File: src/rtl/reqack_pkg.sv
// Shared types and helpers for the req/ack source-side controller.
package reqack_pkg;

    localparam int DEFAULT_DATA_WIDTH = 8;

    typedef enum logic [1:0] {
        IDLE = 2'd0,
        REQ  = 2'd1,
        WAIT = 2'd2,
        ERR  = 2'd3
    } state_t;

    // Occupancy counter width: must represent 0..depth inclusive.
    function automatic int level_w(input int depth);
        return $clog2(depth) + 1;
    endfunction

endpackage

File: src/rtl/reqack_fifo.sv
// Single-clock FIFO buffering local words ahead of the req/ack handshake.
module reqack_fifo
    import reqack_pkg::*;
#(
    parameter int DATA_WIDTH = DEFAULT_DATA_WIDTH,
    parameter int DEPTH      = 4
)(
    input  logic                        clka,
    input  logic                        rst_n,
    input  logic                        push,
    input  logic                        pop,
    input  logic [DATA_WIDTH-1:0]       din,
    output logic [DATA_WIDTH-1:0]       dout,
    output logic [level_w(DEPTH)-1:0]   level,
    output logic                        full,
    output logic                        empty
);

    localparam int AW = $clog2(DEPTH);
    localparam int LW = level_w(DEPTH);
    localparam logic [LW-1:0] FULL_LVL = LW'(DEPTH);

    logic [DATA_WIDTH-1:0] mem [DEPTH];
    logic [AW-1:0]         wr_ptr;
    logic [AW-1:0]         rd_ptr;

    assign full  = (level == FULL_LVL);
    assign empty = (level == '0);
    assign dout  = mem[rd_ptr];

    // Storage needs no reset; emptiness is tracked by pointers and level.
    always_ff @(posedge clka) begin
        if (push && !full)
            mem[wr_ptr] <= din;
    end

    always_ff @(posedge clka or negedge rst_n) begin
        if (!rst_n) begin
            wr_ptr <= '0;
            rd_ptr <= '0;
            level  <= '0;
        end else begin
            if (push && !full)
                wr_ptr <= wr_ptr + AW'(1);
            if (pop && !empty)
                rd_ptr <= rd_ptr + AW'(1);
            case ({push && !full, pop && !empty})
                2'b10:   level <= level + LW'(1);
                2'b01:   level <= level - LW'(1);
                default: level <= level;
            endcase
        end
    end

endmodule

File: src/rtl/reqack_src_ctrl.sv
// Source-side (clka) initiator of the toggle req/ack CDC handshake, fed from a small FIFO.
// Optional watchdog on the acknowledge wait is enabled by defining REQACK_TIMEOUT_EN.
module reqack_src_ctrl
    import reqack_pkg::*;
#(
    parameter int DATA_WIDTH     = DEFAULT_DATA_WIDTH,
    parameter int FIFO_DEPTH     = 4,
    parameter int TIMEOUT_CYCLES = 256
)(
    input  logic                             clka,
    input  logic                             rst_n,
    input  logic                             in_valid,
    input  logic [DATA_WIDTH-1:0]            in_data,
    output logic                             in_ready,
    output logic                             req,
    output logic [DATA_WIDTH-1:0]            data_a,
    input  logic                             ack_s,
    output logic                             busy,
    output logic                             done,
    output logic [level_w(FIFO_DEPTH)-1:0]   level,
    output logic                             timeout_err,
    input  logic                             err_clr
);

    state_t                state, state_nxt;
    logic                  req_nxt, done_nxt;
    logic [DATA_WIDTH-1:0] data_nxt;
    logic [DATA_WIDTH-1:0] head;
    logic                  push, pop, full, empty;
    logic                  tmo_load, err_set;

    assign in_ready = !full;
    assign push     = in_valid && !full;

    reqack_fifo #(
        .DATA_WIDTH (DATA_WIDTH),
        .DEPTH      (FIFO_DEPTH)
    ) u_fifo (
        .clka  (clka),
        .rst_n (rst_n),
        .push  (push),
        .pop   (pop),
        .din   (in_data),
        .dout  (head),
        .level (level),
        .full  (full),
        .empty (empty)
    );

`ifdef REQACK_TIMEOUT_EN
    logic [15:0] tmo_cnt;
    logic        tmo_last;

    // The terminal cycle is the last of TIMEOUT_CYCLES cycles spent in WAIT.
    assign tmo_last = (tmo_cnt == 16'd1);

    always_ff @(posedge clka or negedge rst_n) begin
        if (!rst_n)
            tmo_cnt <= '0;
        else if (tmo_load)
            tmo_cnt <= 16'(TIMEOUT_CYCLES);
        else if (state == WAIT && tmo_cnt != '0)
            tmo_cnt <= tmo_cnt - 16'd1;
    end

    always_ff @(posedge clka or negedge rst_n) begin
        if (!rst_n)
            timeout_err <= 1'b0;
        else if (err_set)
            timeout_err <= 1'b1;
        else if (state == ERR && err_clr)
            timeout_err <= 1'b0;
    end
`else
    logic unused_tmo;
    assign unused_tmo  = err_clr ^ tmo_load ^ err_set ^ (TIMEOUT_CYCLES == 0);
    assign timeout_err = 1'b0;
`endif

    always_comb begin
        state_nxt = state;
        req_nxt   = 1'b0;
        done_nxt  = 1'b0;
        data_nxt  = data_a;
        pop       = 1'b0;
        tmo_load  = 1'b0;
        err_set   = 1'b0;
        case (state)
            IDLE: begin
                if (!empty) begin
                    pop       = 1'b1;
                    data_nxt  = head;
                    req_nxt   = 1'b1;
                    state_nxt = REQ;
                end
            end
            REQ: begin
                tmo_load  = 1'b1;
                state_nxt = WAIT;
            end
            WAIT: begin
                // An acknowledge in the terminal cycle takes priority over the timeout.
                if (ack_s) begin
                    done_nxt  = 1'b1;
                    state_nxt = IDLE;
                end
`ifdef REQACK_TIMEOUT_EN
                else if (tmo_last) begin
                    err_set   = 1'b1;
                    state_nxt = ERR;
                end
`endif
            end
            ERR: begin
`ifdef REQACK_TIMEOUT_EN
                if (err_clr)
                    state_nxt = IDLE;
`else
                state_nxt = IDLE;
`endif
            end
            default: state_nxt = IDLE;
        endcase
    end

    always_ff @(posedge clka or negedge rst_n) begin
        if (!rst_n) begin
            state  <= IDLE;
            req    <= 1'b0;
            done   <= 1'b0;
            busy   <= 1'b0;
            data_a <= '0;
        end else begin
            state  <= state_nxt;
            req    <= req_nxt;
            done   <= done_nxt;
            busy   <= (state_nxt != IDLE);
            data_a <= data_nxt;
        end
    end

endmodule

File: config.mk
export PLATFORM = sky130hd
export DESIGN_NAME = reqack_src_ctrl
export DESIGN_NICKNAME = d
export VERILOG_FILES = /design/src/rtl/reqack_pkg.sv /design/src/rtl/reqack_fifo.sv /design/src/rtl/reqack_src_ctrl.sv
export SDC_FILE = /design/constraint.sdc
export NUM_CORES = 1
export LEC_CHECK = 0
export ABC_CLOCK_PERIOD_IN_PS = 1900
export CAP_MARGIN = 20
export CORE_MARGIN = 2
export CORE_UTILIZATION = 46
export DETAILED_ROUTE_END_ITERATION = 6
export PLACE_DENSITY = 0.78
export SLEW_MARGIN = 40
export SYNTH_ARGS = -nofsm -noshare
export SYNTH_HDL_FRONTEND = slang
export SYNTH_HIERARCHICAL = 1
export SYNTH_SLANG_ARGS = --single-unit
File: constraint.sdc
create_clock -name clka -period 1.9 [get_ports clka]
set_input_delay 0.19 -clock clka [delete_from_list [all_inputs] [get_ports clka]]
set_output_delay 0.19 -clock clka [all_outputs]
set_load 0.01 [all_outputs]
==> results.sh <==
export IMPL_status="finished with violations"
export IMPL_violations="setup timing"
export IMPL_grt_busiest_layer="met2"
export IMPL_worst_clock_skew_ns=0.006834
export IMPL_antenna_left=0
export IMPL_synthCells=112
export IMPL_floorplan_initialDensity=0.4805
export IMPL_holdWs_ns=0.2325
export IMPL_fin_crit_sh=1.041
export IMPL_instances_no_fill=208
export IMPL_portBuffers=26
export IMPL_utilization=0.6069
export IMPL_avgSynthCellArea_um2=18.68
export IMPL_clockBufferDepth=2
export IMPL_track_usage=0.1528
export IMPL_routed_via_count=1060
export IMPL_max_clock_freq_ghz=0.5057
export IMPL_drive_gt1_frac=0.3526
export IMPL_r2r_slack_ns=-0.08
export IMPL_setup_violations=1
export IMPL_num_rows=24
export IMPL_p_leak_nw=1.007
export IMPL_firstDrtPassIters=4
export IMPL_worstPathArrival_ns=2.19
export IMPL_finalHoldViolCount=0
export IMPL_rsz0062_at_grt="yes"
export IMPL_fin_nets=174
export IMPL_worst_ir_drop_vdd_mv=0.6855
export IMPL_worst_slew_pin_slew_ns=0.4955
export IMPL_cp_end_kind="flip-flop"
export IMPL_worstRegToRegCells=10
export IMPL_clock_root_buffer="clkbuf_8"
export IMPL_cts_tree="done"
export IMPL_synth_seq_cells=52
export IMPL_die_height_um=71.44
export IMPL_grt_pass1_vias=1186
export IMPL_ys_flop_type="edfxtp_1"
export IMPL_use_met3=0.02954
export IMPL_grt_antenna_before_repair=0
export IMPL_ioPinCount=29
export IMPL_ys_warn_count=6
export IMPL_slew_headroom=0.6686
export IMPL_power_density_nw_per_um2=1679
export IMPL_syn_cell_area_um2=2092
export IMPL_gp_congestion=0.7141
export IMPL_placed_area_um2=2500
export IMPL_clock_sinks=52
export IMPL_die_area_um2=5103
export IMPL_synth_edff_count=32
export IMPL_crit_path_start_kind="flip-flop"
export IMPL_met1_usage=0.1859
export IMPL_critPathKind="reg2reg"
export IMPL_hold_class="in2async"
export IMPL_layout_commonest_cell="edfxtp_1"
export IMPL_async_reset_ff_frac=0.3846
export IMPL_fin_tns_setup_ns=-0.07739
export IMPL_routed_via_density=5.096
export IMPL_insertedDiodeCount=0
export IMPL_h_tree_depth=2
export IMPL_synth_nets=131
export IMPL_clkTransAtPathRegs_ns=0.09
export IMPL_ys_types=27
export IMPL_dp_slack_ns=-0.05139
export IMPL_hpwl_um=2401
export IMPL_wl_um=3321
export IMPL_setup_ws_ns=-0.07739
export IMPL_numCtsBuffers=5
export IMPL_wl_per_cell_um=15.97
export IMPL_grt_overflow_total=0
export IMPL_syn2layout_area_growth_pct=26.32
export IMPL_grt_max_degree=21
export IMPL_crit_required_ns=2.11
export IMPL_dr_first_iter_drc_count=52
export IMPL_core_area_um2=4354
export IMPL_layout_common_cells="32 x edfxtp_1, 26 x clkdlybuf4s50_1, 17 x dfrtp_1"
export IMPL_total_power_mw=4.437
export IMPL_dp_cells=199
export IMPL_drc=0
export IMPL_insertion_delay_ns=0.29
export IMPL_grt_pass1_wl_um=5851
export IMPL_postLayoutCellArea_um2=2643
export IMPL_cap_violations=0
export IMPL_path_max_fanout=3
export IMPL_slew_viol_final=0
export IMPL_period_needed_ns=1.977
export IMPL_use_met2=0.2737
export IMPL_die_w_um=71.44
export IMPL_synth_seq_area_share=0.6986
-- worst max-delay path, cell delays in order, from the launching register on --
cell and delay (ns):
dfrtp_2 0.44, nor3b_4 0.24, nor2b_1 0.07, nor2b_4 0.13
inv_2 0.05, ha_4 0.13, inv_2 0.04, fa_2 0.37
xor2_1 0.14, nor2_1 0.12, xor2_1 0.16
-- cell families after synthesis --
| group | after synthesis | synth area share |
|---|---|---|
| DFF | 52 | 0.6986 |
| other | 1 | 0.001793 |
| AOI/OAI and AO/OA | 3 | 0.01076 |
| buffers and inverters | 10 | 0.02033 |
| xor gates and xnor gates | 6 | 0.02512 |
| and+or+nand+nor | 15 | 0.05742 |
| adders and majority gates | 6 | 0.03947 |
| muxes | 19 | 0.1465 |
-- power by group --
group | internal, mW | switching, mW
sequential | 1.59 | 0.207
combinational | 1.11 | 0.775
clock | 0.424 | 0.327
total | 3.13 | 1.31
-- Yosys cell counts, types with 2 or more instances --
cell type	instances	area, µm²
and2_2	4	30.03
dfrtp_1	20	500.5
edfxtp_1	32	960.9
ha_1	5	62.56
inv_1	7	26.28
mux2_2	9	101.4
mux4_2	8	180.2
nor2_1	3	11.26
nor3_1	2	10.01
xnor2_1	3	26.28
xor2_1	3	26.28
-- final cells by class --
| type | count | area [µm²] |
|---|---|---|
| Fill cell | 298 | 1712 |
| Clock inverter | 2 | 33.78 |
| Timing Repair Buffer | 39 | 361.6 |
| Inverter | 7 | 26.28 |
| Tap cell | 52 | 65.06 |
| Sequential cell | 52 | 1465 |
| Multi-Input combinational cell | 50 | 608.1 |
| Clock buffer | 6 | 82.58 |
-- layer usage --
metal,vias to the layer above,part of all wire
met5,-,0
met4,0,0.0081
met3,2,0.016
met2,14,0.57
met1,550,0.41
li1,494,-
-- sequential cells by signal, indices dropped and copies added, names as in the netlist --
signal and count:
u_fifo/mem 32, data_a 8, u_fifo/level 3, state 2
u_fifo/rd_ptr 2, u_fifo/wr_ptr 2, busy 1, done 1
req 1
-- path summary, 6_finish.rpt --
path | from | end
worst min register to register | state[0] | req
worst max-delay path | u_fifo/level[1] | u_fifo/level[2]
max in group asynchronous | rst_n | u_fifo/level[0]
min in group clka | state[0] | req
worst max register to register | u_fifo/level[1] | u_fifo/level[2]
worst min-delay path | rst_n | data_a[3]
-- what timing repair did --
item | 4_1_cts | 5_1_grt
setup buffers | 0 | 1
hold buffers | 0 | 0
endpoints found under the setup margin | 1 | 2
resized for setup | 0 | 5
pin swaps | 4 | 4
(Power assumes the default switching activity.)
